===== src/rtl/conv55_pkg.sv =====
// Shared constants for the 5x5 window generator and the conv5x5 datapath it feeds.
// The flattened window bus layout (tap k = r*K + c) is defined here so both sides agree.
package conv55_pkg;

  localparam int K           = 5;
  localparam int TAPS        = K * K;
  localparam int DATA_W_DFLT = 8;

  function automatic int win_bus_w(input int dw);
    return TAPS * dw;
  endfunction

  localparam int WIN_BUS_W = TAPS * DATA_W_DFLT;

  function automatic int tap_idx(input int r, input int c);
    return r * K + c;
  endfunction

endpackage


===== src/rtl/conv55_line_buffer.sv =====
// One image line of delay: dout is the sample written IMG_W enabled cycles earlier.
// Circular storage with a wrapping pointer; contents are deliberately left unreset.
module conv55_line_buffer #(
  parameter int IMG_W  = 32,
  parameter int DATA_W = 8
) (
  input  logic              clk,
  input  logic              rst,
  input  logic              en,
  input  logic [DATA_W-1:0] din,
  output logic [DATA_W-1:0] dout
);

  localparam int PW = (IMG_W > 1) ? $clog2(IMG_W) : 1;

  logic [DATA_W-1:0] mem [IMG_W];
  logic [PW-1:0]     ptr_q, ptr_d;

  assign dout = mem[ptr_q];

  always_comb begin
    ptr_d = ptr_q;
    if (en) begin
      ptr_d = (ptr_q == PW'(IMG_W - 1)) ? '0 : ptr_q + PW'(1);
    end
  end

  always_ff @(posedge clk) begin
    if (rst) begin
      ptr_q <= '0;
    end else begin
      ptr_q <= ptr_d;
    end
  end

  always_ff @(posedge clk) begin
    if (en) begin
      mem[ptr_q] <= din;
    end
  end

endmodule


===== src/rtl/conv55_window_gen.sv =====
// Raster-stream to 5x5 window producer: four line buffers feed a 5x5 shift array,
// and a one-entry output register (with backpressure) presents each complete window.
module conv55_window_gen
  import conv55_pkg::*;
#(
  parameter int IMG_W  = 32,
  parameter int IMG_H  = 32,
  parameter int DATA_W = DATA_W_DFLT
) (
  input  logic                            clk,
  input  logic                            rst,
  input  logic [DATA_W-1:0]               in_pix,
  input  logic                            in_valid,
  input  logic                            in_sof,
  output logic                            in_ready,
  output logic [win_bus_w(DATA_W)-1:0]    win_data,
  output logic                            win_valid,
  input  logic                            win_ready,
  output logic [$clog2(IMG_H)-1:0]        win_row,
  output logic [$clog2(IMG_W)-1:0]        win_col,
  output logic                            frame_done
);

  localparam int CW  = $clog2(IMG_W);
  localparam int RW  = $clog2(IMG_H);
  localparam int NLB = K - 1;
  localparam int BW  = win_bus_w(DATA_W);

  logic              accept;
  logic [CW-1:0]     col_q, col_d, pix_col;
  logic [RW-1:0]     row_q, row_d, pix_row;
  logic [DATA_W-1:0] lb_in  [NLB];
  logic [DATA_W-1:0] lb_out [NLB];
  logic [DATA_W-1:0] win_q  [K][K];
  logic [DATA_W-1:0] win_d  [K][K];
  logic [BW-1:0]     win_data_q, win_data_d;
  logic              win_valid_q, win_valid_d;
  logic              frame_done_q, frame_done_d;
  logic [RW-1:0]     win_row_q, win_row_d;
  logic [CW-1:0]     win_col_q, win_col_d;

  // The output register doubles as a one-entry skid: accept only when it is free or draining.
  assign in_ready = !win_valid_q || win_ready;
  assign accept   = in_valid && in_ready;

  for (genvar g = 0; g < NLB; g++) begin : g_lb
    if (g == 0) begin : g_head
      assign lb_in[g] = in_pix;
    end else begin : g_tail
      assign lb_in[g] = lb_out[g-1];
    end
    conv55_line_buffer #(
      .IMG_W  (IMG_W),
      .DATA_W (DATA_W)
    ) u_lb (
      .clk  (clk),
      .rst  (rst),
      .en   (accept),
      .din  (lb_in[g]),
      .dout (lb_out[g])
    );
  end

  // Position of the pixel being accepted; a start-of-frame pins it to the origin.
  always_comb begin
    pix_row = in_sof ? '0 : row_q;
    pix_col = in_sof ? '0 : col_q;
    row_d   = row_q;
    col_d   = col_q;
    if (accept) begin
      if (pix_col == CW'(IMG_W - 1)) begin
        col_d = '0;
        row_d = (pix_row == RW'(IMG_H - 1)) ? '0 : pix_row + RW'(1);
      end else begin
        col_d = pix_col + CW'(1);
        row_d = pix_row;
      end
    end
  end

  always_comb begin
    for (int r = 0; r < K; r++) begin
      for (int c = 0; c < K; c++) begin
        win_d[r][c] = win_q[r][c];
      end
    end
    if (accept) begin
      for (int r = 0; r < K; r++) begin
        for (int c = 0; c < K - 1; c++) begin
          win_d[r][c] = win_q[r][c+1];
        end
      end
      win_d[K-1][K-1] = in_pix;
      for (int r = 0; r < K - 1; r++) begin
        win_d[r][K-1] = lb_out[K-2-r];
      end
    end
  end

  always_comb begin
    win_data_d   = win_data_q;
    win_valid_d  = win_valid_q;
    frame_done_d = frame_done_q;
    win_row_d    = win_row_q;
    win_col_d    = win_col_q;
    if (accept) begin
      for (int r = 0; r < K; r++) begin
        for (int c = 0; c < K; c++) begin
          win_data_d[DATA_W*tap_idx(r, c) +: DATA_W] = win_d[r][c];
        end
      end
      // A window exists only once four earlier lines and four earlier columns are present.
      win_valid_d  = (pix_row >= RW'(K - 1)) && (pix_col >= CW'(K - 1));
      frame_done_d = (pix_row == RW'(IMG_H - 1)) && (pix_col == CW'(IMG_W - 1));
      win_row_d    = pix_row - RW'(2);
      win_col_d    = pix_col - CW'(2);
    end else if (win_ready) begin
      win_valid_d  = 1'b0;
      frame_done_d = 1'b0;
    end
  end

  always_ff @(posedge clk) begin
    if (rst) begin
      row_q        <= '0;
      col_q        <= '0;
      win_data_q   <= '0;
      win_valid_q  <= 1'b0;
      frame_done_q <= 1'b0;
      win_row_q    <= '0;
      win_col_q    <= '0;
      for (int r = 0; r < K; r++) begin
        for (int c = 0; c < K; c++) begin
          win_q[r][c] <= '0;
        end
      end
    end else begin
      row_q        <= row_d;
      col_q        <= col_d;
      win_data_q   <= win_data_d;
      win_valid_q  <= win_valid_d;
      frame_done_q <= frame_done_d;
      win_row_q    <= win_row_d;
      win_col_q    <= win_col_d;
      for (int r = 0; r < K; r++) begin
        for (int c = 0; c < K; c++) begin
          win_q[r][c] <= win_d[r][c];
        end
      end
    end
  end

  assign win_data   = win_data_q;
  assign win_valid  = win_valid_q;
  assign frame_done = frame_done_q;
  assign win_row    = win_row_q;
  assign win_col    = win_col_q;

endmodule


===== config.mk =====
export PLATFORM = sky130hd
export DESIGN_NAME = conv55_window_gen
export DESIGN_NICKNAME = d
export VERILOG_FILES = /design/src/rtl/conv55_pkg.sv /design/src/rtl/conv55_line_buffer.sv /design/src/rtl/conv55_window_gen.sv
export SDC_FILE = /design/constraint.sdc
export NUM_CORES = 2
export LEC_CHECK = 0
export BUFFER_PORTS_ARGS = -buffer_cell sky130_fd_sc_hd__buf_2
export CORE_UTILIZATION = 30
export CTS_CLUSTER_DIAMETER = 60
export DETAILED_ROUTE_END_ITERATION = 8
export MAX_ROUTING_LAYER = met4
export REMOVE_ABC_BUFFERS = 1
export SLEW_MARGIN = 20
export SYNTH_ARGS = -nofsm -noshare
export SYNTH_HDL_FRONTEND = slang
export SYNTH_HIERARCHICAL = 1
export SYNTH_SLANG_ARGS = --single-unit

===== constraint.sdc =====
create_clock -name clk -period 3.28 [get_ports clk]
set_clock_uncertainty 0.2 [all_clocks]
set_input_delay 0.656 -clock clk [delete_from_list [all_inputs] [get_ports clk]]
set_output_delay 0.656 -clock clk [all_outputs]
set_load 0.005 [all_outputs]

-- Yosys cells after proc, flatten, opt, wreduce, memory -nomap -nowiden
Memories as Yosys holds them, arrays and structs flattened. A register that Yosys moved wholly into a read port is not among the register bits.
Index checks and enable logic that the tools add are counted.
W data, S select, Z words.
- add/subtract/negate cells: 8
- order comparisons: 2
- eq/ne operators: 6
- reduce and logical (&&, ||, !) cells: 6
- muxes and demuxes: 51
- bitwise logic cells: 25
- operators by type and width (cell ; count):
    $mux W200 ; 1
    $mux W8 ; 25
    $mux W5 ; 17
    $add A5 B1 Y5 const B ; 6
    $eq A5 B5 Y1 const B ; 6
    $or A1 B1 Y1 ; 25
    $ge A5 B3 Y1 const B ; 2
    $sub A5 B2 Y5 const B ; 2
    $mux W1 ; 8
    $logic_and A1 B1 Y1 ; 3
    $reduce_bool A2 Y1 ; 1
    $logic_not A1 Y1 ; 1
    $logic_or A1 B1 Y1 ; 1
- word-level logic and storage cells: 114
- bits of input ports: 13
- RAM bits: 1224
- output and inout bits: 213
- memories: 5
- register bits after elaboration: 242
- memory list (memory ; words ; width ; read ports ; clocked after Yosys merged registers in ; write ports ; RTL line ; text):
    g_lb[0].u_lb.mem ; 32 ; 8 ; 1 ; 1 ; 1 ; conv55_line_buffer.sv:16 ; logic [DATA_W-1:0] mem [IMG_W];
    g_lb[1].u_lb.mem ; 32 ; 8 ; 1 ; 1 ; 1 ; conv55_line_buffer.sv:16 ;
    g_lb[2].u_lb.mem ; 32 ; 8 ; 1 ; 1 ; 1 ; conv55_line_buffer.sv:16 ;
    g_lb[3].u_lb.mem ; 32 ; 8 ; 1 ; 1 ; 1 ; conv55_line_buffer.sv:16 ;
    win_q ; 5 ; 40 ; 5 ; 0 ; 5 ; conv55_window_gen.sv:34 ; logic [DATA_W-1:0] win_q [K][K];

-- Depth between registers and ports, before layout
- word-level depth: 5
- depth in mapped cells: 8
- depth with buffers taken out: 7

-- Modules after synthesis
The synthesis kept the hierarchy.
- by module, submodules not included (module ; area each (sq um) ; instances ; seq. area each (sq um) ; cells an instance):
    conv55_line_buffer (g_lb[1].u_lb ...) ; 10291.1 ; 3 ; 7887.6 ; 453
    conv55_window_gen ; 12947.4 ; 1 ; 7647.3 ; 1527
    conv55_line_buffer (g_lb[0].u_lb) ; 10303.6 ; 1 ; 7887.6 ; 453

-- Worst setup path before layout
Ideal clock, no wire load.
- path type: input-to-reg
- start: input win_ready
- end: memory g_lb[0].u_lb.mem[13][0] (enable)
- cell stages on the path: 7
- data arrival time: 2.330 ns
- setup slack: 0.367 ns
- path buffers: 2
- setup time: 0.383 ns
- cell sequence: nand2b_4 nand2_4 inv_2 buf_2 clkbuf_1 nand2_1 nor3_1
- word-level cells in the longest chain between the ends: 4
- ends and longest elaborated chain (item ; RTL line ; text):
    from (decl) ; conv55_window_gen.sv:18 ; input logic win_ready,
    $logic_or A1 B1 Y1 ; conv55_window_gen.sv:43 ; assign in_ready = !win_valid_q || win_ready;
    $logic_and A1 B1 Y1 ; conv55_window_gen.sv:44 ; assign accept = in_valid && in_ready;
    named net accept ; conv55_window_gen.sv:29 ; logic accept;
    $mux W1 ; conv55_line_buffer.sv:37 ; if (en) begin
    $mux W1 (implied by the code) ; conv55_line_buffer.sv:38 ; mem[ptr_q] <= din;
    to (decl) ; conv55_line_buffer.sv:16 ;
The timed path passes the listed nets, and every way through them passes these cells.

==> results.sh <==
export IMPL_crit_chain="buf_12, buf_4, mux4_2, mux4_2, mux2_2, nand2_1, a21oi_1"
export IMPL_synth_top_area_share_pct=56.8
export IMPL_fmax_mhz=334
export IMPL_crit_path_frequent_cell="mux4_2"
export IMPL_yosysWarnings=6
export IMPL_via_per_inst=4.76
export IMPL_min_path_type="primary input to register"
export IMPL_rsz0062_at_grt="false"
export IMPL_initial_core_util_pct=30.3
export IMPL_worstSetupPathType="register to register"
export IMPL_fin_nets=3742
export IMPL_yosysMostFrequentCell="edfxtp_1"
export IMPL_p_leak_nw=20.8
export IMPL_gp_congestion=0.773
export IMPL_cts_max_path_buffers=3
export IMPL_ys_flop_type="edfxtp_1"
export IMPL_die_h_um=427
export IMPL_dp_cells=5908
export IMPL_grt_max_degree=118
export IMPL_slowest_delay_ns=0.53
export IMPL_worstPathArrival_ns=3.45
export IMPL_die_w_um=427
export IMPL_clk_latency_ns=0.78
export IMPL_hold_violations=0
export IMPL_syn_inst=3339
export IMPL_core_sq_um=179000
export IMPL_slowest_stage="mux2_2"
export IMPL_num_rows=155
export IMPL_postCtsHoldBufs=1
export IMPL_cts_tree="built"
export IMPL_hpwl_um=76300
export IMPL_cp_start_kind="register"
export IMPL_pin_count=226
export IMPL_cts_root_buffer="clkbuf_16"
export IMPL_dieArea_sq_um=182000
export IMPL_drt_first_pass_iters=5
export IMPL_endpoint_kind="register"
export IMPL_synth_seq_area_share_pct=72.4
export IMPL_ant_nets=0
export IMPL_synth_async_sr_flop_share_pct=0
export IMPL_drtIter0Drc=2690
export IMPL_p_total_w=0.0392
export IMPL_post_cts_buffers=0
export IMPL_slew_viol_final=0
export IMPL_post_route_drc_count=0
export IMPL_antenna_cells=0
export IMPL_max_cap_violations=0
export IMPL_synth_edff_count=1024
export IMPL_cts_made_buffers=147
export IMPL_htree_num_levels=4
export IMPL_layout_cells_non_filler=6178
export IMPL_irDropWorstVdd_mv=0.524
export IMPL_ys_top_cells_by_count="1024 x edfxtp_1, 609 x nand2_1, 422 x dfxtp_1, 385 x a21oi_1, 320 x mux4_2"
export IMPL_antenna_found_initial=3
export IMPL_finalCriticalPeriod_ns=3.00
export IMPL_path_clk_slew_ns=0.06
export IMPL_worstPathMaxFanout=33
export IMPL_grt_pass1_vias=29100
export IMPL_finalCritPeriodShare_pct=91.4
export IMPL_grt_pass1_wl_um=184000
export IMPL_cts_resized=0
export IMPL_grt_overflow_total=0
export IMPL_avgSynthCellArea_sq_um=16.2
export IMPL_synth_top_cells_by_area="edfxtp_1 57%, dfxtp_1 16%, mux4_2 13%"
export IMPL_vias=29400
export IMPL_wire_per_inst_um=20.0
export IMPL_area_growth_pct=17.9
export IMPL_cts_sinks=1446
export IMPL_crit_required_ns=3.73
export IMPL_yosys_area_top_type="edfxtp_1"
export IMPL_ys_types=41
export IMPL_relSlewSlack_pct=42.3
export IMPL_ys_ff_latch=1446
export IMPL_worst_pin_slew_ns=0.865
export IMPL_setup_violations_final=0
export IMPL_power_density_nw_per_um2=615
export IMPL_grtUsageTotal_pct=13.8
export IMPL_cp_top_family="multiplexers"
export IMPL_wirelength_um=124000
export IMPL_syn_area_sq_um=54100
export IMPL_cp_num_buf_inv=2
export IMPL_status="finished, final reports clean"
export IMPL_place_ws_ns=0.262
export IMPL_port_buffers=225
export IMPL_fin_util_pct=35.7
export IMPL_fin_ws_ns=0.282
export IMPL_final_layout_size_suffix_gt1_share_pct=26.5
## worst paths after layout
| kind | startpoint | end | slack [ns] | cells after the start |
|---|---|---|---|---|
| setup reg to reg | register | win_data[155]$_SDFFE_PP0P_ | 0.28 | 7 |
| setup / recovery | register | win_data[155]$_SDFFE_PP0P_ | 0.28 | 7 |
| hold / removal | in_valid | col_q[0]$_SDFFE_PP0P_ | 0.13 | 4 |
| hold reg to reg | win_data[5]$_SDFFE_PP0P_ | win_data[5]$_SDFFE_PP0P_ | 0.25 | 2 |
## cell usage in the layout, fill, tap and decap left out, types with 5 or more instances in the layout
cell type / n
or3b_2: 5
or3_1: 9
mux4_2: 320
dfxtp_1: 414
clkbuf_1: 34
buf_2: 224
nand3b_1: 7
mux2i_1: 9
nand2b_1: 14
inv_1: 14
ha_1: 26
buf_4: 176
nor3_1: 29
nand2_1: 609
nor2b_1: 10
nand3_1: 14
clkbuf_16: 151
edfxtp_1: 1024
mux2_2: 32
clkbuf_8: 9
nor2_1: 141
clkinv_1: 19
inv_6: 9
nor3b_1: 5
a21oi_1: 385
buf_12: 26
clkinv_2: 15
bufinv_16: 13
o21ai_0: 14
## flip-flops by register name, summed over array words and instances, names as in the netlist, named ones only
| signal | flops |
|---|---|
| win_data | 200 |
| col_q | 5 |
| g_lb.u_lb/ptr_q | 20 |
| win_q | 160 |
| frame_done | 1 |
| win_row | 5 |
| win_valid | 1 |
| win_col | 5 |
| row_q | 5 |
| g_lb.u_lb/mem | 1024 |
## worst reg2reg max path: cells and delay by family, from the launching register on
kind / cells / cell delay [ns]
mux: 3 / 1.51
flops: 1 / 0.47
buf+inv: 2 / 0.41
simple gates: 1 / 0.22
compound gates: 1 / 0.08
## layout make-up
type / instances / area (sq um)
Tap cell: 2355 / 2950
Clock buffer: 198 / 4050
Fill cell: 16900 / 115000
Clock inverter: 71 / 876
Multi-Input combinational cell: 1665 / 13600
Sequential cell: 1446 / 39200
Timing Repair Buffer: 428 / 2990
Inverter: 15 / 63.8
## cell families after synthesis
family | share of synthesized area, %
AO/OA/AOI/OAI | 3.89
adder cells (fa/ha/maj) | 0.601
XOR/XNOR | 0.0647
multiplexers | 14.1
buffers and inverters | 2.38
AND/OR/NAND/NOR | 6.50
flip-flops | 72.4
## routing by layer
layer | up-vias | global-route usage (%) | wire length [um] | part of all wire [%]
li1 | 13300 | - | - | -
met1 | 15100 | 17.7 | 52400 | 42
met2 | 738 | 22.2 | 61900 | 50
met3 | 205 | 2.40 | 5930 | 4.8
met4 | 0 | 4.60 | 3570 | 2.9
met5 | - | - | 0 | 0
## stage by stage
step / TNS (ns) / hold slack [ns] / area (sq um)
detailed placement: 0 / 0.243 / 58900
finish: 0 / 0.126 / 63800
floorplan: -5464.92 / 0.226 / 52900
global route: 0 / 0.102 / 63800
global placement: 0 / 0.239 / 58900
CTS: 0 / 0.0601 / 63800
## report_power, final
group	total (W)	switching (W)	internal (W)
sequential	0.0202	0.000135	0.0201
clock	0.0169	0.00707	0.00981
combinational	0.00211	0.00135	0.000758
Note: power is estimated with default switching activity, not from simulation.
